--- config.mk ---
export PLATFORM = sky130hd
export DESIGN_NAME = al_clock_core
export DESIGN_NICKNAME = d
export VERILOG_FILES = /design/src/rtl/al_pkg.sv /design/src/rtl/al_hhmm_inc.sv /design/src/rtl/al_clock_core.sv
export SDC_FILE = /design/constraint.sdc
export NUM_CORES = 1
export LEC_CHECK = 0
export ABC_AREA = 1
export CAP_MARGIN = 20
export CORE_AREA = 8 8 134 136
export CTS_CLUSTER_DIAMETER = 150
export DETAILED_ROUTE_END_ITERATION = 6
export DIE_AREA = 0 0 142 144
export GPL_TIMING_DRIVEN = 0
export SLEW_MARGIN = 20
export SYNTH_ARGS = -nofsm -noshare
export SYNTH_HDL_FRONTEND = slang
export SYNTH_SLANG_ARGS = --single-unit
--- constraint.sdc ---
create_clock -name clk -period 2.1 [get_ports clk]
set_input_delay 0.525 -clock clk [delete_from_list [all_inputs] [get_ports clk]]
set_output_delay 0.525 -clock clk [all_outputs]
set_load 0.1 [all_outputs]
--- src/rtl/al_pkg.sv ---
`default_nettype none
// ============================================================================
//  Module      : al_pkg
//  Description : Shared encodings, BCD limits and a two-digit BCD increment
//                helper for the alarm-clock core.
//  Revision    : 1.0  initial release
// ============================================================================
package al_pkg;

    // Operating mode encodings; 2'b11 is not listed and behaves as RUN
    localparam logic [1:0] RUN       = 2'b00;
    localparam logic [1:0] SET_TIME  = 2'b01;
    localparam logic [1:0] SET_ALARM = 2'b10;

    // Alarm state machine encodings
    typedef enum logic [1:0] {
        IDLE    = 2'b00,
        RINGING = 2'b01,
        SNOOZED = 2'b10
    } al_state_t;

    // Largest legal value of each two-digit BCD field
    localparam logic [7:0] c_HOUR_MAX = 8'h23;
    localparam logic [7:0] c_MIN_MAX  = 8'h59;
    localparam logic [7:0] c_SEC_MAX  = 8'h59;

    // Two-digit BCD increment that wraps to 00 after reaching i_max
    function automatic logic [7:0] bcd2_inc(input logic [7:0] i_v, input logic [7:0] i_max);
        logic [7:0] v_res;
        if (i_v == i_max) begin
            v_res = 8'h00;
        end else if (i_v[3:0] == 4'd9) begin
            v_res = {i_v[7:4] + 4'd1, 4'd0};
        end else begin
            v_res = {i_v[7:4], i_v[3:0] + 4'd1};
        end
        return v_res;
    endfunction

endpackage
`default_nettype wire

--- src/rtl/al_hhmm_inc.sv ---
`default_nettype none
// ============================================================================
//  Module      : al_hhmm_inc
//  Description : Combinational BCD HH:MM increment. With neither flag set it
//                performs a full minute rollover (hour carry, 23:59 -> 00:00);
//                otherwise it bumps only the flagged field(s) without carry.
//  Revision    : 1.0  initial release
// ============================================================================
module al_hhmm_inc
    import al_pkg::*;
(
    input  logic [15:0] i_value,
    input  logic        i_inc_min_only,
    input  logic        i_inc_hour_only,
    output logic [15:0] o_value
);

    logic [7:0] w_hour_inc;
    logic [7:0] w_min_inc;
    logic       w_min_wrap;

    // Per-field increments and the carry out of the minute field
    always_comb begin
        w_hour_inc = bcd2_inc(i_value[15:8], c_HOUR_MAX);
        w_min_inc  = bcd2_inc(i_value[7:0], c_MIN_MAX);
        w_min_wrap = (i_value[7:0] == c_MIN_MAX);
    end

    // Select rollover behaviour or independent field setting
    always_comb begin
        if (!i_inc_min_only && !i_inc_hour_only) begin
            o_value = {(w_min_wrap ? w_hour_inc : i_value[15:8]), w_min_inc};
        end else begin
            o_value = {(i_inc_hour_only ? w_hour_inc : i_value[15:8]),
                       (i_inc_min_only  ? w_min_inc  : i_value[7:0])};
        end
    end

endmodule
`default_nettype wire

--- src/rtl/al_clock_core.sv ---
`default_nettype none
// ============================================================================
//  Module      : al_clock_core
//  Description : BCD HH:MM:SS time-of-day counter with set-time / set-alarm
//                modes, alarm compare on minute rollover, ring timeout and
//                snooze. All outputs are registered.
//  Revision    : 1.0  initial release
// ============================================================================
module al_clock_core
    import al_pkg::*;
#(
    parameter int SECS_PER_MIN = 60,
    parameter int SNOOZE_MIN   = 10,
    parameter int RING_MIN     = 5
) (
    input  logic        clk,
    input  logic        reset,
    input  logic        tick_sec,
    input  logic        fast_mode,
    input  logic [1:0]  mode,
    input  logic        inc_hour,
    input  logic        inc_min,
    input  logic        alarm_en,
    input  logic        snooze,
    output logic [15:0] time_bcd,
    output logic [7:0]  sec_bcd,
    output logic [15:0] alarm_bcd,
    output logic [15:0] disp_bcd,
    output logic        minute_pulse,
    output logic        alarm_ring
);

    localparam int c_PRE_W   = (SECS_PER_MIN > 1) ? $clog2(SECS_PER_MIN) : 1;
    localparam int c_CNT_MAX = (SNOOZE_MIN > RING_MIN) ? SNOOZE_MIN : RING_MIN;
    localparam int c_CNT_W   = $clog2(c_CNT_MAX + 1);

    localparam logic [c_PRE_W-1:0] c_PRE_LAST  = c_PRE_W'(SECS_PER_MIN - 1);
    localparam logic [c_CNT_W-1:0] c_RING_LAST = c_CNT_W'(RING_MIN - 1);
    localparam logic [c_CNT_W-1:0] c_SNOOZE    = c_CNT_W'(SNOOZE_MIN);

    logic [15:0]        r_time;
    logic [7:0]         r_sec;
    logic [c_PRE_W-1:0] r_presc;
    logic [15:0]        r_alarm;
    logic [15:0]        r_disp;
    logic               r_minute_pulse;
    al_state_t          r_state;
    logic [c_CNT_W-1:0] r_cnt;
    logic               r_ring;

    logic               w_set_time;
    logic               w_set_alarm;
    logic [15:0]        w_time_inc;
    logic [15:0]        w_alarm_inc;
    logic [15:0]        w_time_next;
    logic [7:0]         w_sec_next;
    logic [c_PRE_W-1:0] w_presc_next;
    logic [15:0]        w_alarm_next;
    logic               w_rollover;
    logic               w_match;

    assign w_set_time  = (mode == SET_TIME);
    assign w_set_alarm = (mode == SET_ALARM);

    // Time incrementer: full rollover while counting, field set in set-time mode
    al_hhmm_inc u_time_inc (
        .i_value         (r_time),
        .i_inc_min_only  (w_set_time & inc_min),
        .i_inc_hour_only (w_set_time & inc_hour),
        .o_value         (w_time_inc)
    );

    // Alarm incrementer: only its field-set result is ever used
    al_hhmm_inc u_alarm_inc (
        .i_value         (r_alarm),
        .i_inc_min_only  (inc_min),
        .i_inc_hour_only (inc_hour),
        .o_value         (w_alarm_inc)
    );

    // Next-state datapath; set-time holds seconds at 00 so counting resumes cleanly
    always_comb begin
        w_time_next  = r_time;
        w_sec_next   = r_sec;
        w_presc_next = r_presc;
        w_alarm_next = r_alarm;
        w_rollover   = 1'b0;
        if (w_set_time) begin
            w_sec_next   = 8'h00;
            w_presc_next = '0;
            if (inc_min || inc_hour) begin
                w_time_next = w_time_inc;
            end
        end else if (fast_mode) begin
            w_sec_next   = 8'h00;
            w_presc_next = '0;
            if (tick_sec) begin
                w_rollover  = 1'b1;
                w_time_next = w_time_inc;
            end
        end else if (tick_sec) begin
            if (r_presc == c_PRE_LAST) begin
                w_rollover   = 1'b1;
                w_time_next  = w_time_inc;
                w_sec_next   = 8'h00;
                w_presc_next = '0;
            end else begin
                w_presc_next = r_presc + c_PRE_W'(1);
                w_sec_next   = bcd2_inc(r_sec, c_SEC_MAX);
            end
        end
        if (w_set_alarm && (inc_min || inc_hour)) begin
            w_alarm_next = w_alarm_inc;
        end
    end

    // Alarm match is evaluated only against the freshly rolled-over time
    assign w_match = w_rollover && alarm_en && (w_time_next == r_alarm);

    // Time, alarm and display registers
    always_ff @(posedge clk) begin
        if (reset) begin
            r_time         <= 16'h0000;
            r_sec          <= 8'h00;
            r_presc        <= '0;
            r_alarm        <= 16'h0000;
            r_disp         <= 16'h0000;
            r_minute_pulse <= 1'b0;
        end else begin
            r_time         <= w_time_next;
            r_sec          <= w_sec_next;
            r_presc        <= w_presc_next;
            r_alarm        <= w_alarm_next;
            r_disp         <= w_set_alarm ? w_alarm_next : w_time_next;
            r_minute_pulse <= w_rollover;
        end
    end

    // Alarm FSM; snooze wins over a coincident ring timeout
    always_ff @(posedge clk) begin
        if (reset) begin
            r_state <= IDLE;
            r_cnt   <= '0;
            r_ring  <= 1'b0;
        end else if (!alarm_en) begin
            r_state <= IDLE;
            r_ring  <= 1'b0;
        end else begin
            case (r_state)
                IDLE: begin
                    if (w_match) begin
                        r_state <= RINGING;
                        r_cnt   <= '0;
                        r_ring  <= 1'b1;
                    end
                end
                RINGING: begin
                    if (snooze) begin
                        r_state <= SNOOZED;
                        r_cnt   <= c_SNOOZE;
                        r_ring  <= 1'b0;
                    end else if (w_rollover) begin
                        if (r_cnt == c_RING_LAST) begin
                            r_state <= IDLE;
                            r_cnt   <= '0;
                            r_ring  <= 1'b0;
                        end else begin
                            r_cnt <= r_cnt + c_CNT_W'(1);
                        end
                    end
                end
                SNOOZED: begin
                    if (w_rollover) begin
                        if (r_cnt <= c_CNT_W'(1)) begin
                            r_state <= RINGING;
                            r_cnt   <= '0;
                            r_ring  <= 1'b1;
                        end else begin
                            r_cnt <= r_cnt - c_CNT_W'(1);
                        end
                    end
                end
                default: begin
                    r_state <= IDLE;
                    r_ring  <= 1'b0;
                end
            endcase
        end
    end

    assign time_bcd     = r_time;
    assign sec_bcd      = r_sec;
    assign alarm_bcd    = r_alarm;
    assign disp_bcd     = r_disp;
    assign minute_pulse = r_minute_pulse;
    assign alarm_ring   = r_ring;

endmodule
`default_nettype wire
Word-level counts from Yosys, hierarchy flattened
Cells that the tools add are included.
{ "classes": {"add_sub_neg": 13, "n_mul": 0, "div_mod_pow": 0, "order_cmp": 1, "n_eq_ne": 22, "shift": 0, "muxes": 54, "bitwise": 3, "n_reduce_logical": 18} }
{ "op_table": {"columns": ["cell", "n"], "rows": [
  ["16-bit 2-to-1 mux", 10],
  ["8-bit 2-to-1 mux", 17],
  ["4-bit by 1-bit adder with 4-bit output, second input constant", 11],
  ["8-bit by 7-bit == test with 1-bit output, second input constant", 3],
  ["4-bit 2-to-1 mux", 6],
  ["4-bit == test, second input constant", 5],
  ["16-bit == test", 1],
  ["8-bit by 6-bit == test with 1-bit output, second input constant", 2],
  ["2-bit 2-to-1 mux", 6],
  ["4-bit case mux with 3 select lines", 1],
  ["1-bit 2-to-1 mux", 11],
  ["5-bit AND reduction", 2],
  ["6-bit by 1-bit adder with 6-bit output, second input constant", 1],
  ["6-bit == test, second input constant", 1],
  ["6-bit 2-to-1 mux", 1],
  ["2-bit != test, second input constant", 3],
  ["3-bit != test, second input constant", 2],
  ["2-bit case mux with 3 select lines", 1],
  ["3-bit nonzero test", 2],
  ["1-bit logical AND", 5],
  ["2-bit by 1-bit == test with 1-bit output, second input constant", 2],
  ["2-bit == test, second input constant", 2],
  ["4-bit by 3-bit == test with 1-bit output, second input constant", 1],
  ["4-bit by 1-bit <= comparator with 1-bit output, second input constant", 1],
  ["other kinds (10)", 14]
]} }
{ "word_totals": {"ff_bits": 70, "latchBits": 0, "ramBits": 0, "romBits": 0, "wordCells": 121, "n_memories": 0} }

Logic depth before layout (Yosys ltp)
Gate-level depths: netlist (run 1).
{ "logic_depth": {"depth_word": 13, "ltp_mapped": 22, "depth_no_buf": 22} }

Modules after synthesis
From an unflattened synthesis (run 1), not the netlist that was laid out.
{ "hier_totals": {"hier_cells": 877, "area_unflattened_um2": 5307.6} }
{ "by_module_without_submodules": {"columns": ["mod", "n_inst", "cells_each", "area_each_um2"], "rows": [
  ["al_clock_core", 1, 601, 3933.8],
  ["al_hhmm_inc", 2, 138, 686.9]
]} }

Worst setup path before layout (run 1)
Ideal clock, no wire load.
{ "synth_path": {"path_type": "flip-flop to flip-flop", "startpoint": "reg r_time[1] (netlist: time_bcd[1])", "endpoint": "reg r_cnt[3]", "setup_time_ns": 0.128, "arrival_ns": 2.838, "path_slack_ns": -0.866, "path_stages_with_launch": 21, "path_buffers": 0, "path_cell_list": "dfxtp_1 inv_1 ha_1 nand2_2 nor2_4 nand2_4 nand2_2 nand3_1 nand2_1 nand2_2 nand2_1 nand2_1 nand2_1 nor2_1 nand2_1 nor2_1 nand3_1 nand2_4 nand3_1 nand2_1 nor2_1"} }
{ "synth_via": {"elab_chain_len": 13} }
{ "synth_lines": {"columns": ["element", "line", "rtl"], "rows": [
  ["start: declaration", "al_clock_core.sv:41", "logic [15:0] r_time;"],
  ["start signal: assignment", "al_clock_core.sv:130", "r_time <= w_time_next;"],
  ["4-bit by 1-bit adder with 4-bit output or 4-bit == test (tied branches)", "al_pkg.sv:35, al_pkg.sv:32", null],
  ["8-bit 2-to-1 mux", "al_pkg.sv:32", "end else if (i_v[3:0] == 4'd9) begin"],
  ["8-bit 2-to-1 mux", "al_pkg.sv:30", "if (i_v == i_max) begin"],
  ["8-bit 2-to-1 mux", "al_hhmm_inc.sv:35", "(i_inc_min_only ? w_min_inc : i_value[7:0])};"],
  ["16-bit 2-to-1 mux", "al_hhmm_inc.sv:31", "if (!i_inc_min_only && !i_inc_hour_only) begin"],
  ["16-bit 2-to-1 mux", "al_clock_core.sv:102", "if (r_presc == c_PRE_LAST) begin"],
  ["16-bit 2-to-1 mux", "al_clock_core.sv:101", "end else if (tick_sec) begin"],
  ["16-bit 2-to-1 mux", "al_clock_core.sv:94", "end else if (fast_mode) begin"],
  ["16-bit 2-to-1 mux (*)", "al_clock_core.sv:88", "if (w_set_time) begin"],
  ["16-bit == test (*)", "al_clock_core.sv:118", "assign w_match = w_rollover && alarm_en && (w_time_next == r_alarm);"],
  ["1-bit logical AND (*)", "al_clock_core.sv:118", null],
  ["2-bit != test (no line) (*)", null, null],
  ["5-bit AND reduction (no line) (*)", null, null],
  ["end signal: assignment", "al_clock_core.sv:160", "r_cnt <= c_SNOOZE;"],
  ["end signal: assignment", "al_clock_core.sv:168", "r_cnt <= r_cnt + c_CNT_W'(1);"],
  ["end signal: assignment", "al_clock_core.sv:179", "r_cnt <= r_cnt - c_CNT_W'(1);"],
  ["end: declaration", "al_clock_core.sv:48", "logic [c_CNT_W-1:0] r_cnt;"]
]} }
Every way passes the cells marked *; elsewhere a longest branch is shown, timed or not.
A chain may end at the register's enable or synchronous reset.

Final worst setup path (run 1)
{ "layout_path": {"startpoint": "reg r_time[12] (netlist: time_bcd[12])", "endpoint": "reg r_cnt[2]"} }
{ "layout_via": {"elab_chain_len": 13} }
{ "layout_lines": {"columns": ["element", "line", "rtl"], "rows": [
  ["4-bit by 1-bit adder with 4-bit output", "al_pkg.sv:33", "v_res = {i_v[7:4] + 4'd1, 4'd0};"],
  ["8-bit 2-to-1 mux", "al_pkg.sv:32", null],
  ["8-bit 2-to-1 mux", "al_pkg.sv:30", null],
  ["8-bit 2-to-1 mux (on tied branches)", "al_hhmm_inc.sv:34, al_hhmm_inc.sv:32", null],
  ["16-bit 2-to-1 mux", "al_hhmm_inc.sv:31", null],
  ["16-bit 2-to-1 mux", "al_clock_core.sv:102", null],
  ["16-bit 2-to-1 mux", "al_clock_core.sv:101", null],
  ["16-bit 2-to-1 mux", "al_clock_core.sv:94", null],
  ["16-bit 2-to-1 mux (*)", "al_clock_core.sv:88", null],
  ["16-bit == test (*)", "al_clock_core.sv:118", null],
  ["1-bit logical AND (*)", "al_clock_core.sv:118", null],
  ["2-bit != test (no line) (*)", null, null],
  ["5-bit AND reduction (no line) (*)", null, null]
]} }
Marked as above.

==> qor.yml, run 1 <==
critPathArrivalTime_ns: 2.67
cp-start-kind: "flip-flop"
criticalPathCategory: "reg2reg"
grt.overflow.total: 0
min_to: "alarm_ring"
gp_congestion: 0.9174
tightest_slew_ns: 0.9747
die_y_um: 144
wl_per_cell_um: 14.36
min_path_cells: 2
yosysMostFrequentCell: "nand2_1"
drtIter0Drc: 384
drive_gt1_share_pct: 29.92
drv_cap: 0
leakage_nw: 2.912
wirelength_mm: 15.21
holdBufCountCts: 0
finalSetupViolCount: 7
synth-async-reset-ratio_pct: 0
grt_pass1_vias: 4621
post-place-ws_ns: -1.205
crit_path_end_kind: "flip-flop"
area_delta_synth_final_pct: 42.76
synth_top_area_cell: "dfxtp_1"
port-buffer-count: 67
path_cells: "inv_2 -> ha_1 -> nand4_1 -> buf_4 -> nand2_2 -> nor2_2 -> nand2_2 -> nand2_2 -> nand2_2 -> nand2_2 -> nand2_2 -> nor2_2 -> nand2_1 -> nor2_2 -> nand3_4 -> nand2_4 -> nand3_1 -> nand2_2 -> nor2_2"
final_area_um2: 6596
seq_area_frac_synth_pct: 30.33
final_antenna_net_count: 0
syn_avg_cell_area_um2: 6.462
min_path_type: "reg2reg"
final-max-slew-violation-count: 0
start_util_pct: 28.78
yosys-top-cells-count: "nand2_1, inv_1, nor2_1"
min_period_over_period_pct: 115.8
dieArea_um2: 20450
die_w_um: 142
fin_util_pct: 41.09
synth-seq-cells: 70
synth_ff_type: "dfxtp_1"
postPlaceCellArea_um2: 5634
tritoncts: "built"
synth.area.top_cells: "dfxtp_1, nand2_1, ha_1, nand3_1, inv_1"
vdd.ir_drop.worst_v: 0.0003808
synth_area_um2: 4621
area.sequential_um2: 1465
power_density_nw_per_um2: 586.0
cp_slowest_cell: "dfxtp_4"
grt_usage_pct: 14.72
r2r_start: "time_bcd[12]"
fin_skew_ns: 0.01146
pin_count: 68
cp_slowest_stage_delay_ns: 0.37
critPathRequiredTime_ns: 2.33
grt_first_pass_wirelength_mm: 23.51
worstSkewPairLatency_ns: 0.35
max_freq_ghz: 0.4112
grt_max_degree: 14
synth_warnings: 0
via_count: 4961
cp_max_fo: 5
synth_edf_count: 0
antenna_found_initial: 0
first_pass_iters: 6
viasPerCell: 4.685
min_from: "alarm_ring"
diodes: 0
ff2ff_setup_slack_ns: -0.33
synth_nets: 754
dp_hpwl_mm: 11.12
crit_top_cell: "nand2_2"
final.min_clock_period_ns: 2.432
cts_sinks: 70
syn_inst: 715
n_fill_cell: 1662
synth.top_cell.area_share_pct: 30.33
clk_pin_slew_ns: 0.06
multiInputGateArea_um2: 3161
r2r_cells: 19
drc: 0
cts_root_buf: "clkbuf_16"
cts_made_buffers: 9
rsz0062_at_grt: "yes"
slew_headroom_pct: 35.28
rows: 47
r2r-end: "r_cnt[2]"
core_um2: 16050
max-clock-path-buffers: 2
layout_setup_ws_ns: -0.3320
outcome: "complete, but fails checks"
nets: 873
h-tree-depth: 3
finalHoldViolations: 0
ys_types: 37
violations: "setup timing"
where the power goes:
group | internal [mW] | leakage [nW] | switching (mW)
clock | 0.992 | 0.155 | 0.630
combinational | 0.218 | 2.17 | 0.621
sequential | 1.36 | 0.585 | 0.0415
total | 2.57 | 2.91 | 1.29
cells by family after synthesis:
kind of cell / count (synthesis) / share of synthesized area (%)
XOR/XNOR: 11 / 2.085
flip-flops: 70 / 30.33
AO/OA/AOI/OAI: 99 / 11.89
adder cells (fa/ha/maj): 29 / 7.853
AND/OR/NAND/NOR: 393 / 38.61
buffers and inverters: 113 / 9.233
worst max-delay path by stage:
stage	from	endpoint	slack, ns	cells after the start
after detailed placement	mode[1]	disp_bcd[11]	-1.21	12
after global placement	mode[1]	disp_bcd[11]	-1.24	12
after global routing	time_bcd[12]	r_cnt[1]	-0.49	20
after floorplan	time_bcd[2]	r_cnt[3]	-0.21	17
after CTS	time_bcd[1]	r_cnt[1]	-0.37	22
final	time_bcd[12]	r_cnt[2]	-0.33	19
worst max-delay path: cells and delay by family, from the launching register on:
family                   cells  cell delay [ns]
AND/OR/NAND/NOR             16             1.53
adder cells (fa/ha/maj)      1             0.20
flip-flops                   1             0.37
buffers and inverters        2             0.23
placed cells by master, fill, tap and decap left out, types with 11 or more instances in the layout:
| cell | netlist | final |
|---|---|---|
| a21oi_1 | 41 | 38 |
| buf_4 | 0 | 38 |
| clkbuf_2 | 0 | 14 |
| clkdlybuf4s15_2 | 0 | 29 |
| dfxtp_1 | 70 | 43 |
| dfxtp_2 | 0 | 15 |
| dfxtp_4 | 0 | 12 |
| dlygate4sd2_1 | 0 | 18 |
| ha_1 | 29 | 25 |
| inv_1 | 89 | 80 |
| inv_2 | 11 | 17 |
| nand2_1 | 185 | 152 |
| nand2_2 | 14 | 39 |
| nand2_4 | 2 | 11 |
| nand3_1 | 70 | 60 |
| nand3_2 | 4 | 12 |
| nor2_1 | 76 | 66 |
| nor2_4 | 4 | 12 |
| o21ai_0 | 25 | 24 |
layout make-up:
cell class	instances	area share, %
Clock inverter	5	0.8725
Multi-Input combinational cell	534	47.91
Tap cell	220	4.173
Clock buffer	11	3.851
Sequential cell	70	22.21
Inverter	101	5.956
Buffer	12	0.9294
Timing Repair Buffer	106	14.09
flip-flops by register name, indices dropped and copies added (netlist names):
signal / cells
alarm_bcd: 16
disp_bcd: 16
time_bcd: 16
sec_bcd: 8
r_presc: 6
r_cnt: 4
r_state: 2
alarm_ring: 1
minute_pulse: 1
per-stage QoR:
stage / setup TNS [ns] / hold WS (ns) / cells / total power [mW]
5_1_grt: -3.077 / 0.5112 / 1059 / 4.008
6_report: -2.131 / 0.4855 / 1059 / 3.865
2_1_floorplan: -1.359 / 0.4610 / 715 / 1.979
3_5_place_dp: -42.74 / 0.4620 / 1002 / 2.184
3_3_place_gp: -43.74 / 0.4553 / 1002 / 2.182
4_1_cts: -2.491 / 0.4765 / 1032 / 3.820
per-layer routing:
metal / vias to the layer above / global-route usage (%) / routed length [µm]
met1: 2242 / 18.05 / 6996
met5: - / 0 / 0
met4: 0 / 6.614 / 325
met3: 23 / 2.608 / 668
li1: 2558 / - / -
met2: 138 / 24.74 / 7217
what timing repair did:
action,4_1_cts,5_1_grt
resized for setup,169,100
pin swaps,16,40
buffers inserted,13,26
gates cloned,1,1
setup endpoints to repair,98,43
Note: power is estimated with default switching activity, not from simulation.
==> run 2, diff against run 1 <==
Settings changed: DONT_BUFFER_PORTS set to 1.
==> qor.yml, run 2 (synthesized netlist as in run 1, its figures left out) <==
layout_setup_ws_ns: -0.6298
wl_per_cell_um: 15.00
cts_root_buf: "clkbuf_16"
cp-start-kind: "flip-flop"
ff2ff_setup_slack_ns: -0.63
min_path_type: "in2reg"
drv_cap: 0
drc: 0
wirelength_mm: 14.66
criticalPathCategory: "reg2reg"
clk_pin_slew_ns: 0.06
rows: 47
n_fill_cell: 1713
fin_setup_tns_ns: -4.953
r2r_start: "time_bcd[0]"
violations: "setup timing"
cts_sinks: 70
via_count: 4630
diodes: 0
leakage_nw: 2.505
tritoncts: "built"
max_freq_ghz: 0.3663
slew_headroom_pct: 29.68
tightest_slew_ns: 1.053
min_period_over_period_pct: 130.0
area_delta_synth_final_pct: 26.56
r2r_cells: 20
fin_skew_ns: 0.01000
die_y_um: 144
dp_hpwl_mm: 11.19
worstSkewPairLatency_ns: 0.35
final-max-slew-violation-count: 0
drtIter0Drc: 308
grt_first_pass_wirelength_mm: 22.86
cts_made_buffers: 9
vdd.ir_drop.worst_v: 0.0004032
die_w_um: 142
multiInputGateArea_um2: 3069
max-clock-path-buffers: 2
grt.overflow.total: 0
crit_path_end_kind: "flip-flop"
final.min_clock_period_ns: 2.730
dieArea_um2: 20450
finalSetupViolCount: 10
viasPerCell: 4.739
port-buffer-count: 0
antenna_found_initial: 0
start_util_pct: 28.78
rsz0062_at_grt: "yes"
outcome: "complete, but fails checks"
area.sequential_um2: 1504
grt_pass1_vias: 4388
drive_gt1_share_pct: 24.04
nets: 791
final_antenna_net_count: 0
wl_met1_mm: 6.292
post-place-ws_ns: -0.7851
mostFrequentLayoutCell: "nand2_1"
crit_start: "time_bcd[0]"
cp_max_fo: 5
wl_met2_mm: 7.084
grt_max_degree: 13
gp_congestion: 0.8934
grt_usage_pct: 14.48
top_layer: "met4"
core_um2: 16050
pin_count: 68
cp-endpoint: "r_cnt[1]"
critPathArrivalTime_ns: 2.94
power_density_nw_per_um2: 661.0
met3WireLength_mm: 1.085
layout_common_cells: "nand2_1, inv_1, nor2_1"
r2r-end: "r_cnt[1]"
finalHoldViolations: 0
first_pass_iters: 5
holdBufCountCts: 0
h-tree-depth: 3
critPathRequiredTime_ns: 2.31
run 2: changes by cell type in the layout (fill, tap and decap cells not counted), sizes merged:
cell / before / now
bufinv: 1 / 2
clkinv: 5 / 2
buf: 44 / 28
clkbuf: 30 / 21
clkdlybuf4s18: 1 / 0
nand3: 76 / 75
inv: 99 / 100
dlygate4sd2: 18 / 0
clkdlybuf4s15: 32 / 0
dlymetal6s2s: 1 / 0
clkdlybuf4s50: 3 / 0
run 2: layout make-up:
class	count	share of cell area, %
Clock inverter	4	1.326
Multi-Input combinational cell	533	52.48
Sequential cell	70	25.72
Tap cell	220	4.707
Inverter	101	6.718
Buffer	12	0.8130
Timing Repair Buffer	25	3.851
Clock buffer	12	4.386
run 2: worst min-delay path by stage:
| stage | from | to | slack, ns | depth (start not counted) |
|---|---|---|---|---|
| after floorplan | r_presc[1] | r_presc[1] | 0.46 | 2 |
| after global placement | r_presc[1] | r_presc[1] | 0.48 | 2 |
| after detailed placement | r_presc[1] | r_presc[1] | 0.48 | 2 |
| after CTS | reset | r_presc[0] | 0.45 | 3 |
| after global routing | reset | disp_bcd[15] | 0.47 | 3 |
| final | reset | r_presc[0] | 0.45 | 3 |
run 2: power by group:
part           total (mW)  switching (mW)  internal [mW]
combinational       0.473           0.298          0.176
sequential           1.68           0.327           1.35
clock                1.71           0.601           1.11
total                3.87            1.23           2.64
run 2: timing repair:
item | in CTS | in global routing
setup buffers | 16 | 14
setup endpoints to repair | 32 | 22
pin swaps | 13 | 40
gates cloned | 1 | 0
hold endpoints to repair | 0 | 0
resized for setup | 48 | 62
run 2: through the flow:
step / std cells / hold slack [ns] / instance area (µm²) / power (mW) / util [%]
2_1_floorplan: 715 / 0.4610 / 4688 / 1.979 / -
3_3_place_gp: 935 / 0.4812 / 4964 / 2.088 / 30.92
3_5_place_dp: 935 / 0.4828 / 4964 / 2.088 / 30.92
4_1_cts: 963 / 0.4462 / 5513 / 3.856 / 34.34
5_1_grt: 977 / 0.4700 / 5848 / 4.020 / 36.43
6_report: 977 / 0.4511 / 5848 / 3.866 / 36.43
run 2: per-layer routing:
| layer | track usage [%] | up-vias |
|---|---|---|
| met5 | 0 | - |
| met4 | 4.579 | 0 |
| met3 | 5.084 | 15 |
| met2 | 24.47 | 121 |
| met1 | 16.82 | 2098 |
| li1 | - | 2396 |
run 2: worst max-delay path, stage by stage (launching register included):
cell     delay (ns)
dfxtp_4        0.57
ha_4           0.22
nand2_4        0.05
nor2_4         0.19
nand2_4        0.10
nor2_4         0.11
nand2_2        0.07
nand2_4        0.08
nand2_2        0.07
nand2_4        0.08
nand2_4        0.06
nand2_2        0.05
nand3_2        0.09
nor2_1         0.13
nand2_1        0.08
nor2_2         0.17
nand3_4        0.12
nand2_4        0.12
nand3_1        0.09
nand2_1        0.10
nor2_1         0.04
==> run 3, diff against run 2 <==
Settings changed: ABC_AREA 1 to 0, CORE_AREA 8 8 134 136 to 8 8 131 133, DIE_AREA 0 0 142 144 to 0 0 139 141, RECOVER_POWER set to 100.
==> qor.yml, run 3 <==
grt_usage_pct: 15.85
drv_cap: 0
min_from: "snooze"
ff2ff_setup_slack_ns: -1.17
max-clock-path-buffers: 2
die_w_um: 139
synth.top_cell.area_share_pct: 31.41
layout_common_cells: "nor2_1, nand2_1, dfxtp_1"
first_pass_iters: 5
grt.overflow.total: 0
worstSkewPairLatency_ns: 0.35
yosys-top-cells-count: "dfxtp_1, nor2_1, nand2_1"
clk_pin_slew_ns: 0.06
cts_sinks: 70
grt_pass1_vias: 4419
syn_avg_cell_area_um2: 8.293
wl_per_cell_um: 20.25
mostFrequentLayoutCell: "nor2_1"
critPathRequiredTime_ns: 2.39
synth.area.top_cells: "dfxtp_1, ha_1, nor2_1, a21oi_1, nand2_1"
final_antenna_net_count: 0
start_util_pct: 29.79
min_period_over_period_pct: 155.9
synth_edf_count: 0
grt_max_degree: 15
h-tree-depth: 3
synth_ff_type: "dfxtp_1"
viasPerCell: 5.742
tightest_slew_ns: 1.073
gp_congestion: 0.9142
fin_skew_ns: 0.006830
synth_top_area_cell: "dfxtp_1"
seq_area_frac_synth_pct: 31.41
critPathArrivalTime_ns: 3.56
max_freq_ghz: 0.3054
syn_inst: 538
diodes: 0
cp_max_fo: 6
rows: 45
synth_warnings: 0
drive_gt1_share_pct: 33.78
via_count: 4479
min_to: "r_state[1]"
synth-async-reset-ratio_pct: 0
layout_setup_ws_ns: -1.174
core_um2: 14980
whs_ns: 0.3254
die_y_um: 141
drtIter0Drc: 344
r2r_cells: 12
r2r-end: "r_cnt[2]"
cts_root_buf: "clkbuf_16"
port-buffer-count: 0
pin_count: 68
cp-start-kind: "flip-flop"
drc: 0
cts_made_buffers: 9
vdd.ir_drop.worst_v: 0.0004434
slew_headroom_pct: 28.38
crit_path_end_kind: "flip-flop"
nets: 626
grt_first_pass_wirelength_mm: 24.52
final.min_clock_period_ns: 3.274
fin_setup_tns_ns: -11.64
finalSetupViolCount: 31
final-max-slew-violation-count: 0
dp_hpwl_mm: 10.78
min_path_type: "in2reg"
power_density_nw_per_um2: 606.8
wirelength_mm: 15.80
synth-seq-cells: 70
antenna_found_initial: 0
tritoncts: "built"
crit_start: "time_bcd[5]"
synth_nets: 577
rsz0062_at_grt: "yes"
synth_area_um2: 4462
criticalPathCategory: "reg2reg"
ys_types: 72
r2r_start: "time_bcd[5]"
dieArea_um2: 19600
leakage_nw: 2.186
finalHoldViolations: 0
outcome: "complete, but fails checks"
min_path_cells: 2
violations: "setup timing"
area_delta_synth_final_pct: 34.44
run 3: where the power goes:
| part | switching, mW | internal [mW] |
|---|---|---|
| Combinational | 0.218 | 0.163 |
| Sequential | 0.231 | 1.34 |
| Clock | 0.671 | 1.01 |
run 3: metal layers:
layer / wire length (µm) / global-route usage, % / part of all wire (%)
met5: 0 / 0 / 0
met1: 6451 / 17.90 / 41
met3: 1357 / 5.874 / 8.6
met2: 7439 / 25.21 / 47
met4: 548 / 9.590 / 3.5
run 3: area by class of cell:
type / instances / area, µm²
plain buffers: 21 / 125.1
flip-flops and latches: 70 / 1481
clock inverters: 6 / 73.82
well taps: 188 / 235.2
fillers: 1455 / 8979
inverters: 23 / 91.34
multi-input cells: 424 / 3398
clock buffers: 10 / 250.2
repair buffers: 38 / 342.8
run 3: how the worst max path moves through the flow:
stage | to | slack [ns] | depth (start not counted)
3_3_place_gp | r_cnt[2] | -1.24 | 10
6_report | r_cnt[2] | -1.17 | 12
3_5_place_dp | r_cnt[2] | -1.32 | 10
2_1_floorplan | r_cnt[2] | -0.89 | 10
5_1_grt | r_cnt[2] | -1.27 | 11
4_1_cts | r_cnt[2] | -1.10 | 12
run 3: cells by family after synthesis:
kind of cell    count (synthesis)  share of synthesized area, %
compound gates                133                         21.76
xor+xnor                       19                         4.038
fa+ha+maj                      29                         8.132
buf+inv                        44                         4.150
flops                          70                         31.41
mux                            12                         2.776
simple gates                  231                         27.73
run 3: worst max-delay path: stages (launching register included):
cell,delay (ns)
dfxtp_4,0.59
inv_4,0.06
ha_4,0.17
and3b_2,0.21
buf_6,0.14
or4_1,0.50
a21o_1,0.21
a31oi_1,0.23
o22ai_2,0.12
a2111oi_4,0.30
nand4_2,0.21
a2111oi_4,0.33
o21bai_1,0.14
run 3: what timing repair did:
| item | CTS | global route |
|---|---|---|
| cloned | 0 | 1 |
| hold buffers | 0 | 0 |
| pin swaps | 21 | 16 |
| buffers inserted | 42 | 10 |
| resized for setup | 100 | 39 |
| endpoints found under the setup margin | 46 | 43 |
run 3: per-stage QoR:
| step | std cells | util (%) | area (µm²) | setup WS, ns | power (mW) |
|---|---|---|---|---|---|
| 2_1_floorplan | 538 | - | 4638 | -0.8855 | 1.800 |
| 3_3_place_gp | 726 | 32.54 | 4873 | -1.242 | 1.880 |
| 3_5_place_dp | 726 | 32.56 | 4876 | -1.316 | 1.882 |
| 4_1_cts | 779 | 39.21 | 5872 | -1.098 | 3.662 |
| 5_1_grt | 780 | 40.05 | 5998 | -1.266 | 3.766 |
| 6_report | 780 | 40.05 | 5998 | -1.174 | 3.640 |
